$ cat src/rtl/muldiv_unit_if.sv
// Request/response bundle between the execute stage and the HI/LO multiply/divide unit.
interface muldiv_unit_if #(
  parameter int unsigned WIDTH = 32
) ();
  logic             start_in;
  logic [1:0]       op_in;
  logic [WIDTH-1:0] data1_in;
  logic [WIDTH-1:0] data2_in;
  logic             busy_out;
  logic             done_out;
  logic             divzero_out;
  logic [WIDTH-1:0] hi_out;
  logic [WIDTH-1:0] lo_out;

  modport master (
    output start_in, op_in, data1_in, data2_in,
    input  busy_out, done_out, divzero_out, hi_out, lo_out
  );

  modport slave (
    input  start_in, op_in, data1_in, data2_in,
    output busy_out, done_out, divzero_out, hi_out, lo_out
  );
endinterface

$ cat src/rtl/muldiv_unit.sv
// Iterative unsigned multiply / restoring divide unit owning the HI/LO registers.
// One operation step per clock; HI/LO are written only on the completion edge.
module muldiv_unit #(
  parameter int unsigned WIDTH = 32,
  parameter int unsigned CNT_W = 6
) (
  input logic          clk_in,
  input logic          rst_in,
  muldiv_unit_if.slave bus
);

  typedef enum logic [1:0] {S_IDLE, S_MUL, S_DIV, S_FIN} state_t;
  typedef enum logic [1:0] {
    OP_MULTU = 2'd0,
    OP_DIVU  = 2'd1,
    OP_MTHI  = 2'd2,
    OP_MTLO  = 2'd3
  } op_t;

  localparam logic [CNT_W-1:0] LAST = CNT_W'(WIDTH - 1);

  state_t             state_q;
  logic [CNT_W-1:0]   cnt_q;
  logic [2*WIDTH-1:0] work_q;    // product {acc, low} or divide {rem, quotient}
  logic [WIDTH-1:0]   opnd_q;    // latched multiplicand or divisor
  logic [WIDTH-1:0]   hi_q;
  logic [WIDTH-1:0]   lo_q;
  logic               busy_q;
  logic               done_q;
  logic               dz_q;
  logic               dzpend_q;  // divide-by-zero result still to be written

  op_t                op;
  logic [WIDTH:0]     mul_sum;
  logic [2*WIDTH-1:0] mul_d;
  logic [WIDTH:0]     div_up;
  logic               div_ge;
  logic [WIDTH-1:0]   div_diff;
  logic [2*WIDTH-1:0] div_d;

  // One shift-add multiply step and one restoring divide step from the current work register.
  always_comb begin
    op       = op_t'(bus.op_in);
    mul_sum  = {1'b0, work_q[2*WIDTH-1:WIDTH]} + (work_q[0] ? {1'b0, opnd_q} : '0);
    mul_d    = {mul_sum, work_q[WIDTH-1:1]};
    div_up   = {work_q[2*WIDTH-1:WIDTH], work_q[WIDTH-1]};
    div_ge   = (div_up >= {1'b0, opnd_q});
    // Remainder stays below the divisor, so the difference always fits in WIDTH bits.
    div_diff = div_up[WIDTH-1:0] - opnd_q;
    div_d    = {(div_ge ? div_diff : div_up[WIDTH-1:0]), work_q[WIDTH-2:0], div_ge};
  end

  // Control FSM with registered busy/done/divzero and the HI/LO registers.
  always_ff @(posedge clk_in or posedge rst_in) begin
    if (rst_in) begin
      state_q  <= S_IDLE;
      cnt_q    <= '0;
      work_q   <= '0;
      opnd_q   <= '0;
      hi_q     <= '0;
      lo_q     <= '0;
      busy_q   <= 1'b0;
      done_q   <= 1'b0;
      dz_q     <= 1'b0;
      dzpend_q <= 1'b0;
    end else begin
      done_q <= 1'b0;
      unique case (state_q)
        S_MUL: begin
          work_q <= mul_d;
          cnt_q  <= cnt_q + CNT_W'(1);
          if (cnt_q == LAST) begin
            hi_q    <= mul_d[2*WIDTH-1:WIDTH];
            lo_q    <= mul_d[WIDTH-1:0];
            busy_q  <= 1'b0;
            done_q  <= 1'b1;
            state_q <= S_FIN;
          end
        end
        S_DIV: begin
          work_q <= div_d;
          cnt_q  <= cnt_q + CNT_W'(1);
          if (cnt_q == LAST) begin
            hi_q    <= div_d[2*WIDTH-1:WIDTH];
            lo_q    <= div_d[WIDTH-1:0];
            busy_q  <= 1'b0;
            done_q  <= 1'b1;
            state_q <= S_FIN;
          end
        end
        S_IDLE, S_FIN: begin
          if (dzpend_q) begin
            // Finish the divide-by-zero result first; a request in this cycle is dropped
            // so the pending HI/LO write cannot be lost. FIN then returns to IDLE normally.
            hi_q     <= work_q[WIDTH-1:0];
            lo_q     <= '1;
            done_q   <= 1'b1;
            dzpend_q <= 1'b0;
            state_q  <= S_FIN;
          end else if (bus.start_in) begin
            unique case (op)
              OP_MULTU: begin
                opnd_q  <= bus.data1_in;
                work_q  <= {{WIDTH{1'b0}}, bus.data2_in};
                cnt_q   <= '0;
                dz_q    <= 1'b0;
                busy_q  <= 1'b1;
                state_q <= S_MUL;
              end
              OP_DIVU: begin
                opnd_q <= bus.data2_in;
                work_q <= {{WIDTH{1'b0}}, bus.data1_in};
                cnt_q  <= '0;
                if (bus.data2_in == '0) begin
                  dz_q     <= 1'b1;
                  dzpend_q <= 1'b1;
                  state_q  <= S_FIN;
                end else begin
                  dz_q    <= 1'b0;
                  busy_q  <= 1'b1;
                  state_q <= S_DIV;
                end
              end
              OP_MTHI: begin
                hi_q    <= bus.data1_in;
                state_q <= S_IDLE;
              end
              OP_MTLO: begin
                lo_q    <= bus.data1_in;
                state_q <= S_IDLE;
              end
              default: state_q <= S_IDLE;
            endcase
          end else begin
            state_q <= S_IDLE;
          end
        end
        default: state_q <= S_IDLE;
      endcase
    end
  end

  assign bus.busy_out    = busy_q;
  assign bus.done_out    = done_q;
  assign bus.divzero_out = dz_q;
  assign bus.hi_out      = hi_q;
  assign bus.lo_out      = lo_q;

endmodule

$ cat src/flat_wrapper.sv
// flat-port wrapper written by rule: the top's interface ports become plain ports
module muldiv_unit_flat 
#(
  parameter int unsigned WIDTH = 32,
  parameter int unsigned CNT_W = 6
)
  (clk_in, rst_in, bus_start_in, bus_op_in, bus_data1_in, bus_data2_in, bus_busy_out, bus_done_out, bus_divzero_out, bus_hi_out, bus_lo_out);
  muldiv_unit_if #(.WIDTH(WIDTH)) bus_i ();
  input logic clk_in;
  input logic rst_in;
  input wire logic [$bits(bus_i.start_in)-1:0] bus_start_in;
  input wire logic [$bits(bus_i.op_in)-1:0] bus_op_in;
  input wire logic [$bits(bus_i.data1_in)-1:0] bus_data1_in;
  input wire logic [$bits(bus_i.data2_in)-1:0] bus_data2_in;
  output wire logic [$bits(bus_i.busy_out)-1:0] bus_busy_out;
  output wire logic [$bits(bus_i.done_out)-1:0] bus_done_out;
  output wire logic [$bits(bus_i.divzero_out)-1:0] bus_divzero_out;
  output wire logic [$bits(bus_i.hi_out)-1:0] bus_hi_out;
  output wire logic [$bits(bus_i.lo_out)-1:0] bus_lo_out;
  assign bus_i.start_in = bus_start_in;
  assign bus_i.op_in = bus_op_in;
  assign bus_i.data1_in = bus_data1_in;
  assign bus_i.data2_in = bus_data2_in;
  assign bus_busy_out = bus_i.busy_out;
  assign bus_done_out = bus_i.done_out;
  assign bus_divzero_out = bus_i.divzero_out;
  assign bus_hi_out = bus_i.hi_out;
  assign bus_lo_out = bus_i.lo_out;
  muldiv_unit #(.WIDTH(WIDTH), .CNT_W(CNT_W)) u_core (.clk_in(clk_in), .rst_in(rst_in), .bus(bus_i));
endmodule
$ cat config.mk
export PLATFORM = sky130hd
export DESIGN_NAME = muldiv_unit_flat
export DESIGN_NICKNAME = d
export VERILOG_FILES = /design/src/rtl/muldiv_unit_if.sv /design/src/rtl/muldiv_unit.sv /design/src/flat_wrapper.sv
export SDC_FILE = /design/constraint.sdc
export NUM_CORES = 1
export LEC_CHECK = 0
export BUFFER_PORTS_ARGS = -buffer_cell sky130_fd_sc_hd__buf_2
export CORE_ASPECT_RATIO = 2
export CORE_MARGIN = 5
export CORE_UTILIZATION = 30
export CTS_CLUSTER_SIZE = 28
export DETAILED_ROUTE_END_ITERATION = 10
export GPL_TIMING_DRIVEN = 1
export SLEW_MARGIN = 40
export SYNTH_ARGS = -nofsm -noshare
export SYNTH_HDL_FRONTEND = slang
export SYNTH_SLANG_ARGS = --single-unit
$ cat constraint.sdc
create_clock -name clk_in -period 11.7 [get_ports clk_in]
set_input_delay 0.585 -clock clk_in [delete_from_list [all_inputs] [get_ports clk_in]]
set_output_delay 0.585 -clock clk_in [all_outputs]
set_load 0.01 [all_outputs]
After elaboration in Yosys (flattened, before gate mapping)
Cells that the tools add are included.
{"block": "word_totals", "ff_bits": 172, "latchBits": 0, "ramBits": 0, "romBits": 0, "output_inout_bits": 67, "n_memories": 0}
{"block": "classes", "addsub": 3, "mul": 0, "n_div": 0, "magnitude_cmp": 1, "eq_ne": 18, "shift": 0, "mux": 43, "bitwise_logic": 1, "reduce_logical": 14}
{"cell": "32-bit 2-to-1 mux", "count": 12}
{"cell": "32-bit case mux with 3 select lines", "count": 2}
{"cell": "64-bit case mux with 3 select lines", "count": 1}
{"cell": "64-bit 2-to-1 mux", "count": 2}
{"cell": "64-bit case mux with 2 select lines", "count": 1}
{"cell": "32-bit case mux with 2 select lines", "count": 1}
{"cell": "32-bit by 33-bit adder with 33-bit output", "count": 1}
{"cell": "33-bit by 32-bit >= comparator with 1-bit output", "count": 1}
{"cell": "32-bit logical NOT", "count": 1}
{"cell": "32-bit subtractor", "count": 1}
{"cell": "6-bit 2-to-1 mux", "count": 3}
{"cell": "6-bit case mux with 2 select lines", "count": 1}
{"cell": "4-bit AND reduction", "count": 3}
{"cell": "1-bit 2-to-1 mux", "count": 11}
{"cell": "3-bit by 2-bit inequality test with 1-bit output, second input constant", "count": 3}
{"cell": "2-bit == test, second input constant", "count": 4}
{"cell": "1-bit case mux with 2 select lines", "count": 4}
{"cell": "2-bit OR reduction", "count": 4}
{"cell": "6-bit by 1-bit adder with 6-bit output, second input constant", "count": 1}
{"cell": "6-bit by 5-bit == test with 1-bit output, second input constant", "count": 1}
{"cell": "2-bit 2-to-1 mux", "count": 3}
{"cell": "2-bit by 1-bit inequality test with 1-bit output, second input constant", "count": 3}
{"cell": "2-bit inequality test, second input constant", "count": 3}
{"cell": "3-bit inequality test, second input constant", "count": 2}
{"cell": "other kinds (8)", "count": 11}

Logic depth before layout (Yosys ltp)
Gate-level depths: netlist of the first run.
{"block": "depth", "ltp_word": 6, "depth_mapped": 14, "ltp_nobuf": 13}

Worst setup path before layout of the first run
OpenSTA, ideal clock, no wires.
{"block": "synth_timing", "kind": "reg2reg", "from": "reg u_core.work_q[0]", "to": "reg u_core.hi_q[24], in the netlist u_core.bus.hi_out[24]", "t_arrival_ns": 2.774, "slack_ns": 8.802, "path_stages_with_launch": 13, "path_buffers": 1, "synth_period_minus_slack_ns": 2.898, "cell_sequence": "dfrtp_1 > clkbuf_1 > and2_1 > ha_1 > a21o_1 > o21bai_1 > o211ai_2 > a311oi_1 > o31ai_1 > o21ai_1 > xnor2_1 > o22ai_1 > o31a_1"}
{"block": "synth_between", "elab_chain_cells": 4}
{"element": "from (decl)", "line_no": "muldiv_unit.sv:24", "text": "logic [2*WIDTH-1:0] work_q;"}
{"element": "from (signal assigned)", "line_no": "muldiv_unit.sv:70", "text": "work_q <= mul_d;"}
{"element": "from (signal assigned)", "line_no": "muldiv_unit.sv:81", "text": "work_q <= div_d;"}
{"element": "from (signal assigned)", "line_no": "muldiv_unit.sv:104", "text": "work_q <= {{WIDTH{1'b0}}, bus.data2_in};"}
{"element": "32-bit 2-to-1 mux", "line_no": "muldiv_unit.sv:44", "text": "mul_sum = {1'b0, work_q[2*WIDTH-1:WIDTH]} + (work_q[0] ? {1'b0, opnd_q} : '0);"}
{"element": "32-bit by 33-bit adder with 33-bit output", "line_no": "muldiv_unit.sv:44"}
{"element": "32-bit 2-to-1 mux", "line_no": "muldiv_unit.sv:72", "text": "if (cnt_q == LAST) begin"}
{"element": "32-bit case mux with 3 select lines", "line_no": "muldiv_unit.sv:68", "text": "unique case (state_q)"}
{"element": "to (signal assigned)", "line_no": "muldiv_unit.sv:73", "text": "hi_q <= mul_d[2*WIDTH-1:WIDTH];"}
{"element": "to (signal assigned)", "line_no": "muldiv_unit.sv:84", "text": "hi_q <= div_d[2*WIDTH-1:WIDTH];"}
{"element": "to (signal assigned)", "line_no": "muldiv_unit.sv:95", "text": "hi_q <= work_q[WIDTH-1:0];"}
{"element": "to (decl)", "line_no": "muldiv_unit.sv:26", "text": "logic [WIDTH-1:0] hi_q;"}
Every way passes these cells. The select of a mux whose other input is x is not followed.
A chain may end at the register's enable or synchronous reset.

Worst setup path in the final report of the first run
{"block": "layout_timing", "from": "reg u_core.work_q[59]", "to": "reg u_core.hi_q[4], in the netlist u_core.bus.hi_out[4]"}
{"block": "layout_between", "elab_chain_cells": 4}
{"element": "33-bit by 32-bit >= comparator with 1-bit output", "line_no": "muldiv_unit.sv:47", "text": "div_ge = (div_up >= {1'b0, opnd_q});"}
{"element": "32-bit 2-to-1 mux", "line_no": "muldiv_unit.sv:50", "text": "div_d = {(div_ge ? div_diff : div_up[WIDTH-1:0]), work_q[WIDTH-2:0], div_ge};"}
{"element": "32-bit 2-to-1 mux", "line_no": "muldiv_unit.sv:83", "text": "if (cnt_q == LAST) begin"}
{"element": "32-bit case mux with 3 select lines", "line_no": "muldiv_unit.sv:68"}
Every way passes these cells. The select of a mux whose other input is x is not followed.

==> impl.org, run 1 <==
** Logic synthesis
- Post-synth cell types :: 78
- Of all flip-flops after synthesis, the portion carrying an async set or reset was 100%.
- Number of enable flip-flop cells after synthesis :: 0
- Mean post-synth cell area :: 8.23 µm²
- In the synthesized netlist the dominant register cell turns out to be sky130_fd_sc_hd__dfrtp_1.
- Of all cell types, the one taking the most synthesized area is sky130_fd_sc_hd__dfrtp_1.
- Leading post-synthesis cells by instance count :: 203 x sky130_fd_sc_hd__nor2_1, 172 x sky130_fd_sc_hd__a21oi_1, 172 x sky130_fd_sc_hd__dfrtp_1, 130 x sky130_fd_sc_hd__nand2_1, 86 x sky130_fd_sc_hd__o21ai_0
- Synthesis Warnings :: 0
- Combined area of all synthesized cells :: 13000 µm²
- The most common cell in the synthesized netlist is sky130_fd_sc_hd__nor2_1.
- Portion of the post-synthesis area used by sequential elements :: 33.1%
- After synthesis the netlist holds a flip-flop and latch count of 172.
- Ranking of synthesized cells by area :: sky130_fd_sc_hd__dfrtp_1 33%, sky130_fd_sc_hd__a21oi_1 6.6%, sky130_fd_sc_hd__ha_1 6.4%, sky130_fd_sc_hd__nor2_1 5.9%, sky130_fd_sc_hd__mux2_2 5.5%
- The synthesized design devotes to its leading area cell type 33.1% of total area.
- The number of nets handed over by synthesis was 1719.
- Synthesis produced 1581 cells.

** Clock network
- The clock passes through at most 2 buffers.
- Counting the buffers created by CTS gives 17.
- TritonCTS clock tree :: yes
- Post-CTS setup buffers :: 0
- Clock-pin slew was measured on the worst setup and hold paths at 80 ps.
- H-tree lvl count :: 4
- Number of sinks on the clock net :: 172
- Post-cts sizing count :: 0
- The root buffer cell chosen for the clock tree is sky130_fd_sc_hd__clkbuf_16.
- Hold-fix buffers at CTS :: 0
- Clock insertion delay at the later pin of the skew report :: 460 ps

** Route
- Post-DRT Antenna Nets :: 0
- WL/cell :: 22.2 µm
- Violation count after the first detailed-route iteration :: 830
- For this run, the detailed router's first-pass iteration total came to 5.
- Summed over all layers, the routed wires come to 49200 µm.
- Total number of vias :: 12.5k
- For this run, design rule violations remaining after detail routing come to 0.
- Number of vias per cell after detailed routing :: 5.64

** Power
- Summed over all cells, the static leakage comes to 6.40 nW.
- Power density over cell area :: 365 nW/µm²
- Worst supply voltage drop on vdd :: 0.210 mV

** Timing
- The final-report hold violation count was 0.
- F_max :: 257 MHz
- Part of the cycle the worst path needs :: 33.2%
- The clock arrives with 15.7 ps of skew.
- The number of max-slew violations in the final report was 0.
- Setup total negative slack on the finished layout was measured at 0 ps.
- RSZ-0062 raised after global routing :: false
- Clock period minus worst slack :: 3880 ps
- Final hold analysis gives a worst-case slack of 145 ps.
- Least-Margin Pin Slew :: 810 ps
- Max-slew headroom :: 46.0%
- Number of failing setup endpoints in the final timing report :: 0

** Die
- Number of top-level pins :: 136
- Standard-cell row count :: 108
- Core area :: 43200 µm²
- The die is 305 µm tall.
- The die is 157 µm wide.
- Die Footprint :: 47900 µm²
- The initial utilization of the core area, before any placement, comes to 30.1%.

** Placement
- At the end of routability-driven placement, the weighted congestion stood at 0.919.
- The HPWL after detailed placement is 37400 µm.
- Number of port buffers :: 135

** GRT
- Vias in the first global route :: 12.7k
- Largest net degree at the start of global routing :: 74
- Global routing used 20.4% of the available tracks across all layers.
- The number of antenna violations at the first check in global routing was 3.
- First-pass GRT wire length :: 76100 µm
- Aggregate global routing overflow :: 0

** Worst setup path
- Critical Path Source Type :: flop
- Walking the worst path, the cells encountered are ha_1 > nand4_1 > nor4_1 > a41oi_1 > a21oi_1 > a211o_1 > buf_4 > mux2i_1 > o22ai_1 > a21oi_1 > a21oi_1.
- Setup Crit Path Kind :: reg -> reg
- In this run the worst path has a maximum fanout of 21.
- The startpoint identified for the worst register-to-register timing path is u_core.work_q[59].
- STA puts the critical path data arrival time at 4200 ps.
- Crit path max-delay family :: compound AO/OA/AOI/OAI gates
- For this run, the slowest stage of the critical path takes 630 ps.
- The largest individual stage delay along the critical path comes from the cell sky130_fd_sc_hd__nor4_1.
- STA puts the critical path data required time at 12020 ps.
- The worst register-to-register path has a depth of 11.
- STA classifies the critical path endpoint as a flop.
- Counting both buffers and inverters, the worst setup path holds a total of 1.
- By instance count, the cell type seen most on the critical path is sky130_fd_sc_hd__a21oi_1.
- FF-to-FF setup slack :: 7820 ps
- End of the worst register-to-register path :: u_core.bus.hi_out[4]

** Cells and area
- In the final layout, the share of cells above drive strength 1 is 17.3%.
- Synthesis-to-finish area growth :: 13.4%
- The net count of the finished layout is 1787.

** Hold path
- The min-delay analysis places its worst path in the category in -> async.

** Flow run
- The tool flagged a number of max-cap violations equal to 0.

** Run status
- The flow ran to the end, and the final reports show no timing, DRC or antenna violations.
cells by family after synthesis:
logic type	Yosys count	synth area share [%]
buffers and inverters	154	4.75
AO/OA/AOI/OAI	503	24.0
adder cells (fa/ha/maj)	69	6.75
AND/OR/NAND/NOR	509	17.9
XOR/XNOR	53	3.57
flip-flops	172	33.1
multiplexers	121	9.97
layout by cell type (no fill, tap or decap), types with 30 or more instances in the layout:
master	count
sky130_fd_sc_hd__a31oi_1	82
sky130_fd_sc_hd__xnor2_1	30
sky130_fd_sc_hd__a21oi_1	172
sky130_fd_sc_hd__and3_1	30
sky130_fd_sc_hd__dfrtp_1	170
sky130_fd_sc_hd__and2_1	37
sky130_fd_sc_hd__o21ai_0	86
sky130_fd_sc_hd__buf_2	135
sky130_fd_sc_hd__nand2_1	129
sky130_fd_sc_hd__mux2_2	64
sky130_fd_sc_hd__inv_1	48
sky130_fd_sc_hd__mux2i_1	55
sky130_fd_sc_hd__ha_1	66
sky130_fd_sc_hd__nor2_1	201
flip-flops by register name, summed over array words and instances, names as in the netlist:
name / count
u_core.work_q: 64
u_core.bus.hi_out: 32
u_core.bus.lo_out: 32
u_core.opnd_q: 32
u_core.cnt_q: 6
u_core.state_q: 2
u_core.bus.busy_out: 1
u_core.bus.divzero_out: 1
u_core.bus.done_out: 1
u_core.dzpend_q: 1
power breakdown:
group	internal [mW]	switching [mW]	total [mW]
Clock	0.285	0.292	0.577
Combinational	1.31	2.26	3.58
Sequential	0.911	0.319	1.23
metal layers:
metal / GRT usage (%) / share of wire (%) / vias to the layer above
met1: 23.5 / 38 / 6094
met4: 10.6 / 5.1 / 2
met2: 36.3 / 53 / 431
met3: 2.73 / 4.6 / 112
met5: 0 / 0.014 / -
li1: - / - / 5846
layout make-up:
type,count,area [µm²]
tap,550,688
sequential,172,4310
clock buffer,18,429
timing repair buffer,153,830
clock inverter,14,143
fill,4568,28500
inverter,50,193
multi-input combinational,1255,8160
antenna,2,5.00
stage by stage:
| stage | cells | power, mW | utilization [%] | area [µm²] | worst slack [ps] |
|---|---|---|---|---|---|
| final | 2214 | 5.38 | 34.1 | 14800 | 7820 |
| after CTS | 2211 | 5.37 | 34.1 | 14700 | 7840 |
| after detailed placement | 2179 | 4.77 | 32.7 | 14200 | 7870 |
| after floorplan | 1581 | 3.67 | - | 13000 | 6450 |
| after global routing | 2214 | 5.82 | 34.1 | 14800 | 7670 |
| after global placement | 2179 | 4.73 | 32.7 | 14100 | 7580 |
how the worst max path moves through the flow:
| stage | from | to | slack (ps) | cells after the start |
|---|---|---|---|---|
| after floorplan | rst_in | u_core.bus.busy_out | 6450 | 1 |
| after detailed placement | u_core.work_q[59] | u_core.bus.hi_out[8] | 7870 | 11 |
| after CTS | u_core.work_q[59] | u_core.bus.hi_out[4] | 7840 | 11 |
| after global routing | u_core.work_q[0] | u_core.bus.hi_out[27] | 7670 | 12 |
| after global placement | u_core.work_q[0] | u_core.bus.hi_out[24] | 7580 | 11 |
| final | u_core.work_q[59] | u_core.bus.hi_out[4] | 7820 | 11 |
No activity file was read; power rests on OpenSTA's default activity.
==> run 2, diff against run 1 <==
==> constraint.sdc (replaced) <==
create_clock -name clk_in -period 3.1 [get_ports clk_in]
set_input_delay 0.155 -clock clk_in [delete_from_list [all_inputs] [get_ports clk_in]]
set_output_delay 0.155 -clock clk_in [all_outputs]
set_load 0.01 [all_outputs]
==> run 2 against run 1 <==
Net effect:
- the run now ends with setup timing left
- die area unchanged
- sequential share of layout area is 5.3 points lower
- hold slack got worse by 120 ps
- cell count rose by 12%
- count of clock-buffer cells in the layout is the same
- utilization is 7.6 points higher
- critical path type unchanged
- critical endpoint is now u_core.bus.hi_out[25]
==> impl.org, run 2 (synthesis gave the netlist of run 1 again) <==
** Clock network
- The insertion delay of the later-clocked pin in the worst-skew pair came to 450 ps (about the same).
- The number of clock buffers inserted by TritonCTS came to 17 (unchanged).
- H-tree lvl count :: 4 (unchanged)
- The clock slew seen by the registers of the worst setup and hold paths came to 80 ps (about the same).
- The largest buffer count on any clock path was 2 (unchanged).
- The tree is rooted in a sky130_fd_sc_hd__clkbuf_16.
- Number of sinks on the clock net :: 172 (unchanged)
- TritonCTS clock tree :: yes

** Cells and area
- Max reg flops :: 64 (unchanged)
- The final net count came to 2060 (+15%).
- Synthesis-to-finish area growth :: 38.8%
- The filler cell count in the final layout was 4329 (-5.2%).
- The register with the most flip-flops in the final layout is u_core.work_q.
- Antenna diodes :: 0 (-2)
- The share of final-layout standard cells stronger than drive strength 1 is 35.6% (+18 points).
- The library cell used most frequently in the layout, excluding fill and tap cells, is sky130_fd_sc_hd__buf_4.
- Most used cells in the layout excluding fill and tap cells :: 264 x sky130_fd_sc_hd__buf_4, 198 x sky130_fd_sc_hd__nor2_1, 170 x sky130_fd_sc_hd__dfrtp_1

** Timing
- Setup TNS :: -697 ps (-697 ps)
- The worst hold slack across all endpoints is 29.4 ps (-116 ps).
- Least-Margin Pin Slew :: 873 ps (+63.5 ps)
- The final-report hold violation count came to 0 (unchanged).
- The final critical delay including setup and external delays came to 3230 ps (-654 ps).
- The maximum clock rate is 310 MHz (+20%).
- The total setup violations reported at the end of the flow was 11 (+11).
- The post-route clock skew was 15.9 ps (+0.179 ps).
- Final Max Tran Viols :: 0 (unchanged)
- RSZ-0062 raised after global routing :: true
- The post-route worst setup slack is -130 ps (-7950 ps).
- The share of the clock period used by the worst path was 104% (+71 points).
- Max-slew headroom :: 41.2% (-4.9 points)

** Die
- Initial standard-cell utilization of the core :: 30.1% (unchanged)
- The number of primary I/O pins was 136 (unchanged).
- The total core area was 43200 µm² (unchanged).
- The horizontal die dimension came to 157 µm (unchanged).
- The number of core rows came to 108 (unchanged).
- Die boundary height :: 305 µm (unchanged)
- The overall die area was 47900 µm² (unchanged).

** Worst setup path
- Maximum fanout along the worst path :: 5 (-76%)
- The register-to-register path setup slack came to -130 ps (-7950 ps).
- The worst setup path is captured at a flop.
- STA classifies the critical path startpoint as a flop.
- End of the worst register-to-register path :: u_core.bus.hi_out[25]
- The arrival time at the worst endpoint is 3570 ps (-630 ps).
- R2R cell count :: 13 (+2)
- Setup Crit Path Kind :: reg -> reg
- Required time of the worst setup path :: 3440 ps (-8580 ps)
- End of the critical path :: u_core.bus.hi_out[25]
- In this run the critical register-to-register path is launched from u_core.work_q[0].
- In this run the worst setup path begins at u_core.work_q[0].

** Placement
- The total of buffers placed on input and output ports came to 135 (unchanged).
- Post-Place Setup Slack :: -545 ps (-8410 ps)
- Weighted congestion at the end of routability-driven global placement :: 0.924 (+0.63%)
- Detailed placer's ending HPWL :: 42100 µm (+12%)

** Hold path
- Min-Delay Path Class :: in -> reg
- The worst hold path was traced through 3 stages.

** Route
- Number of vias per cell after detailed routing :: 5.55 (-1.6%)
- Post-DRT Antenna Nets :: 0 (unchanged)
- Aggregate routed wire length :: 55300 µm (+13%)
- The detailed-router iteration count before antenna repair came to 6 (+1).
- Violation count after the first detailed-route iteration :: 848 (+2.2%)
- Number of remaining DRC errors :: 0 (unchanged)
- The routed wirelength normalized by instance count is 22.3 µm (+0.28%).
- Total number of vias :: 13.8k (+10%)

** GRT
- Number of antenna violations at the first check in global routing :: 1 (-2)
- Largest net degree at the start of global routing :: 68 (-8.1%)
- Aggregate global routing overflow :: 0 (unchanged)
- Overall global routing resource usage :: 22.5% (+2.0 points)
- The wire length of the first global-routing pass was 83000 µm (+9.1%).
- The number of global-route vias before repair came to 14.1k (+11%).

** Run status
- The checks that failed: setup timing.
- Outcome :: complete, but fails checks

** Power
- Worst supply voltage drop on vdd :: 0.778 mV (+270%)
- Leakage power :: 7.95 nW (+24%)
- The total chip power was 26.1 mW (+390%).
- The power density of the placed cells came to 1450 nW/µm² (+300%).

** Flow run
- Max capacitance violation total :: 0 (unchanged)
## run 2: cell count changes in the layout (fill, tap and decap cells not counted), sizes merged
cell | before | now
buf | 153 | 423
clkinv | 4 | 2
clkinvlp | 2 | 4
diode | 2 | 0
bufbuf | 0 | 1
bufinv | 0 | 1
clkbuf | 18 | 19
dlygate4sd3 | 0 | 1
inv | 58 | 57
## run 2: worst min path at each step
stage,from,to,slack (ps)
CTS,bus_start_in,u_core.dzpend_q,2
global route,bus_data1_in[30],u_core.opnd_q[30],50
detailed placement,rst_in,u_core.opnd_q[5],120
global placement,rst_in,u_core.opnd_q[5],370
finish,bus_start_in,u_core.dzpend_q,30
floorplan,bus_start_in,u_core.bus.divzero_out,320
## run 2: repair_timing
item | CTS | global route
hold endpoints to repair | 17 | 0
cloned | 2 | 1
pin swaps | 42 | 67
resized for setup | 102 | 92
buffers inserted | 19 | 9
endpoints found under the setup margin | 65 | 54
hold buffers | 1 | 0
## run 2: cell type report
type	count	area, µm²	share of cell area, %
inverters	50	191	1.06
clock inverters	14	149	0.824
clock buffers	18	429	2.38
flip-flops and latches	172	4310	23.8
multi-input cells	1255	9140	50.6
repair buffers	426	3160	17.5
well taps	550	688	3.81
## run 2: through the flow
| stage | cells | instance area [µm²] | util, % |
|---|---|---|---|
| CTS | 2476 | 17500 | 40.4 |
| detailed placement | 2423 | 16100 | 37.3 |
| finish | 2485 | 18100 | 41.8 |
| floorplan | 1581 | 13000 | - |
| global placement | 2420 | 16100 | 37.2 |
| global route | 2485 | 18100 | 41.8 |
## run 2: critical path, stage by stage (launching register included)
cell and delay [ps]:
sky130_fd_sc_hd__dfrtp_2 480, sky130_fd_sc_hd__and2_4 190, sky130_fd_sc_hd__ha_4 160, sky130_fd_sc_hd__fa_2 420, sky130_fd_sc_hd__a21o_1 240, sky130_fd_sc_hd__a311oi_4 280
sky130_fd_sc_hd__buf_4 180, sky130_fd_sc_hd__nor3_4 50, sky130_fd_sc_hd__o211ai_1 310, sky130_fd_sc_hd__nand2_1 200, sky130_fd_sc_hd__a31oi_4 220, sky130_fd_sc_hd__xnor2_2 110
sky130_fd_sc_hd__a211oi_2 210, sky130_fd_sc_hd__nor2_1 60
## run 2: power by group
part	total, mW	switching (mW)	internal, mW
Sequential	4.37	0.933	3.44
Clock	2.22	1.08	1.14
Combinational	19.5	10.8	8.75
Total	26.1	12.8	13.3
## run 2: per-layer routing
layer | wire length, µm | vias up | part of all wire [%] | global-route usage (%)
li1 | - | 6398 | - | -
met1 | 20100 | 6671 | 36 | 24.9
met2 | 28900 | 531 | 52 | 40.4
met3 | 2460 | 182 | 4.4 | 2.78
met4 | 3910 | 2 | 7.1 | 13.3
met5 | 13 | - | 0.023 | 0
==> run 3, diff against run 2 <==
==> constraint.sdc (replaced) <==
create_clock -name clk_in -period 3.55 [get_ports clk_in]
set_input_delay 0.1775 -clock clk_in [delete_from_list [all_inputs] [get_ports clk_in]]
set_output_delay 0.1775 -clock clk_in [all_outputs]
set_load 0.01 [all_outputs]
==> run 3 against run 2 <==
Net effect:
- the run now ends clean
- sequential share of layout area is 4.2 points higher
- global-route usage is 1.9 points lower
- routed wire length is 9.2% lower
- register-to-register slack better by 240 ps
- combinational power is 34% lower
- final area is 15% lower
- maximum frequency is 6.2% lower
- critical endpoint is now u_core.bus.hi_out[1]
- largest cell class unchanged
- largest power group unchanged
==> impl.org, run 3 (synthesis gave the netlist of run 1 again) <==
** Worst setup path
- Maximum fanout along the worst path :: 15 (+10)
- STA classifies the critical path endpoint as a flop.
- STA classifies the critical path startpoint as a flop.
- The critical path starts at u_core.work_q[54].
- Startpoint of the worst-slack reg-to-reg timing path :: u_core.work_q[54]
- R2R cell count :: 13 (unchanged)
- Setup Crit Path Kind :: reg -> reg
- The data required time of the worst path is 3870 ps (+430 ps).
- The arrival time at the worst endpoint was 3760 ps (+190 ps).

** Route
- The detailed-router iteration count before antenna repair is 6 (unchanged).
- The via density per instance is 5.59 (+0.73%).
- Total number of vias :: 12.7k (-7.9%)
- Violation count after the first detailed-route iteration :: 993 (+17%)
- Post-DRT Antenna Nets :: 0 (unchanged)
- The number of remaining DRC errors was 0 (unchanged).
- Aggregate routed wire length :: 50200 µm (-9.2%)
- The routed wirelength normalized by instance count was 22.1 µm (-0.73%).

** Power
- Worst supply voltage drop on vdd :: 0.646 mV (-17%)
- Switching power :: 9.68 mW (-24%)
- Leakage power :: 6.72 nW (-15%)
- Tot Pwr :: 18.6 mW (-29%)
- Cell internal pwr :: 8.93 mW (-33%)
- Power density over cell area :: 1210 nW/µm² (-16%)
- The share of total power consumed by net switching was 52.0% (+3.0 points).
- Clock share of power :: 9.7% (+1.2 points)
- The sequential power share was 21.2% (+4.5 points).
- Power share of the combinational group :: 69.1% (-5.7 points)

** Timing
- The maximum clock rate is 290 MHz (-6.2%).
- The tightest slew margin relative to the limit is 54.5% (+13 points).
- Hold violation total from the final report :: 0 (unchanged)
- Clock period minus worst slack :: 3440 ps (+212 ps)
- Setup Skew :: 17.1 ps (+1.18 ps)
- Final Max Tran Viols :: 0 (unchanged)
- Least-Margin Pin Slew :: 682 ps (-191 ps)
- The share of the clock period used by the worst path came to 97.0% (-7.2 points).
- Number of failing setup endpoints in the final timing report :: 0 (-11)

** Hold path
- The tightest min-delay check is of the in -> reg type.
- The startpoint identified for the worst hold timing path is bus_data2_in[13].
- The instance count along the most critical hold path is 3 (unchanged).

** Placement
- Weighted congestion at the end of routability-driven global placement :: 0.955 (+3.3%)
- The placed wire-length estimate after detailed placement came to 39100 µm (-7.1%).
- Number of port buffers :: 135 (unchanged)
- # placed instances :: 2241 (-7.5%)

** GRT
- Number of antenna violations at the first check in global routing :: 3 (+2)
- First-pass GRT wire length :: 76500 µm (-7.8%)
- Overall global routing resource usage :: 20.6% (-1.9 points)
- The largest net degree at the start of global routing was 68 (unchanged).
- The number of global-route vias before repair came to 12.9k (-8.9%).
- The remaining global-route overflow came to 0 (unchanged).

** Die
- X dimension of the die :: 157 µm (unchanged)
- Standard-cell row count :: 108 (unchanged)
- The overall die area is 47900 µm² (unchanged).
- The vertical die dimension came to 305 µm (unchanged).
- Initial standard-cell utilization of the core :: 30.1% (unchanged)
- Core area :: 43200 µm² (unchanged)
- The number of primary I/O pins came to 136 (unchanged).

** Cells and area
- Commonest non-fill, non-tap cell in the layout :: sky130_fd_sc_hd__nor2_1
- The filler cell count in the final layout came to 4486 (+3.6%).
- The number of non-filler instances in the completed layout came to 2272 (-8.6%).
- Synthesis-to-finish area growth :: 18.1%
- Fraction of final layout cells with drive strength greater than 1 :: 20.6% (-15 points)
- Layout Nets :: 1849 (-10%)
- Most used cells in the layout excluding fill and tap cells :: 201 x sky130_fd_sc_hd__nor2_1, 171 x sky130_fd_sc_hd__a21oi_1, 171 x sky130_fd_sc_hd__dfrtp_1
- The number of antenna diodes was 0 (unchanged).
- Register with the most flip-flops :: u_core.work_q
- Max reg flops :: 64 (unchanged)

** Clock network
- TritonCTS clock tree :: yes
- The number of H-tree branching levels is 4 (unchanged).
- The largest buffer count on any clock path was 2 (unchanged).
- Number of buffers inserted during clock tree synthesis :: 17 (unchanged)
- Number of sinks on the clock net :: 172 (unchanged)
- The insertion delay of the later-clocked pin in the worst-skew pair is 460 ps (about the same).
- Post-CTS setup buffers :: 0 (-19)
- The cell sitting at the root of the clock tree is a sky130_fd_sc_hd__clkbuf_16.
- The clock slew seen by the registers of the worst setup and hold paths was 70 ps (about the same).

** Flow run
- Max capacitance violation total :: 0 (unchanged)

** Run status
- The run finished with clean final reports.
-- run 3: cell count changes in the layout (fill, tap and decap cells not counted), moves of 10 or more --
| cell | delta |
|---|---|
| sky130_fd_sc_hd__a21oi_2 | -15 |
| sky130_fd_sc_hd__ha_4 | -26 |
| sky130_fd_sc_hd__a21oi_1 | +24 |
| sky130_fd_sc_hd__buf_4 | -196 |
| sky130_fd_sc_hd__ha_1 | +28 |
| sky130_fd_sc_hd__o21ai_0 | +10 |
-- run 3: power by group through the flow --
stage	Combinational [mW]	Sequential, mW	Clock [mW]
2_1_floorplan	8.31	3.78	0
3_3_place_gp	12.5	3.93	0
3_5_place_dp	12.6	3.95	0
4_1_cts	12.7	3.92	1.84
5_1_grt	14.0	4.04	1.90
6_report	12.9	3.94	1.81
-- run 3: final timing paths --
check | to | slack (ps)
max reg2reg | u_core.bus.hi_out[1] | 110
max | u_core.bus.hi_out[1] | 110
max in group asynchronous | u_core.bus.hi_out[2] | 2380
min reg2reg | u_core.bus.lo_out[30] | 500
min | u_core.opnd_q[13] | 80
min in group asynchronous | u_core.bus.lo_out[8] | 310
-- run 3: metrics by stage --
stage          cell area, µm²  setup TNS, ps  setup WS (ps)  hold slack (ps)  utilization [%]
2_1_floorplan           13000              0            652              343                -
3_3_place_gp            14700           -124          -64.6              247             34.1
3_5_place_dp            14700           -290           -136              253             34.1
4_1_cts                 15300          -2.00          -2.00             51.6             35.4
5_1_grt                 15400          -45.7          -32.8             93.6             35.5
6_report                15400              0            107             75.3             35.5
-- run 3: worst max-delay path, cell delays in order (launching register included) --
cell	delay [ps]
sky130_fd_sc_hd__dfrtp_1	460
sky130_fd_sc_hd__ha_1	500
sky130_fd_sc_hd__nand4_1	290
sky130_fd_sc_hd__nor3_4	380
sky130_fd_sc_hd__a41oi_1	240
sky130_fd_sc_hd__a21oi_1	240
sky130_fd_sc_hd__buf_4	150
sky130_fd_sc_hd__a211oi_4	40
sky130_fd_sc_hd__buf_12	170
sky130_fd_sc_hd__buf_4	150
sky130_fd_sc_hd__mux2i_1	230
sky130_fd_sc_hd__nor2_1	80
sky130_fd_sc_hd__a21oi_1	250
sky130_fd_sc_hd__a31oi_1	110
-- run 3: cell type report --
class | instances | area (µm²) | area share (%)
clock inverters | 9 | 65.1 | 0.423
flip-flops and latches | 172 | 4310 | 28.0
inverters | 50 | 191 | 1.25
multi-input cells | 1255 | 8230 | 53.5
repair buffers | 215 | 1410 | 9.16
clock buffers | 21 | 480 | 3.13
well taps | 550 | 688 | 4.48
-- run 3: metal layers --
| layer | part of all wire, % | vias to the layer above | global-route usage (%) |
|---|---|---|---|
| met4 | 5.9 | 2 | 10.8 |
| li1 | - | 5973 | - |
| met5 | 0.026 | - | 0 |
| met2 | 53 | 419 | 37.2 |
| met1 | 38 | 6176 | 23.6 |
| met3 | 3.3 | 125 | 2.07 |
-- run 3: timing repair --
action	4_1_cts	5_1_grt
pin swaps	0	3
setup endpoints to repair	11	15
hold endpoints to repair	15	0
hold buffers	1	0
resized for setup	3	11
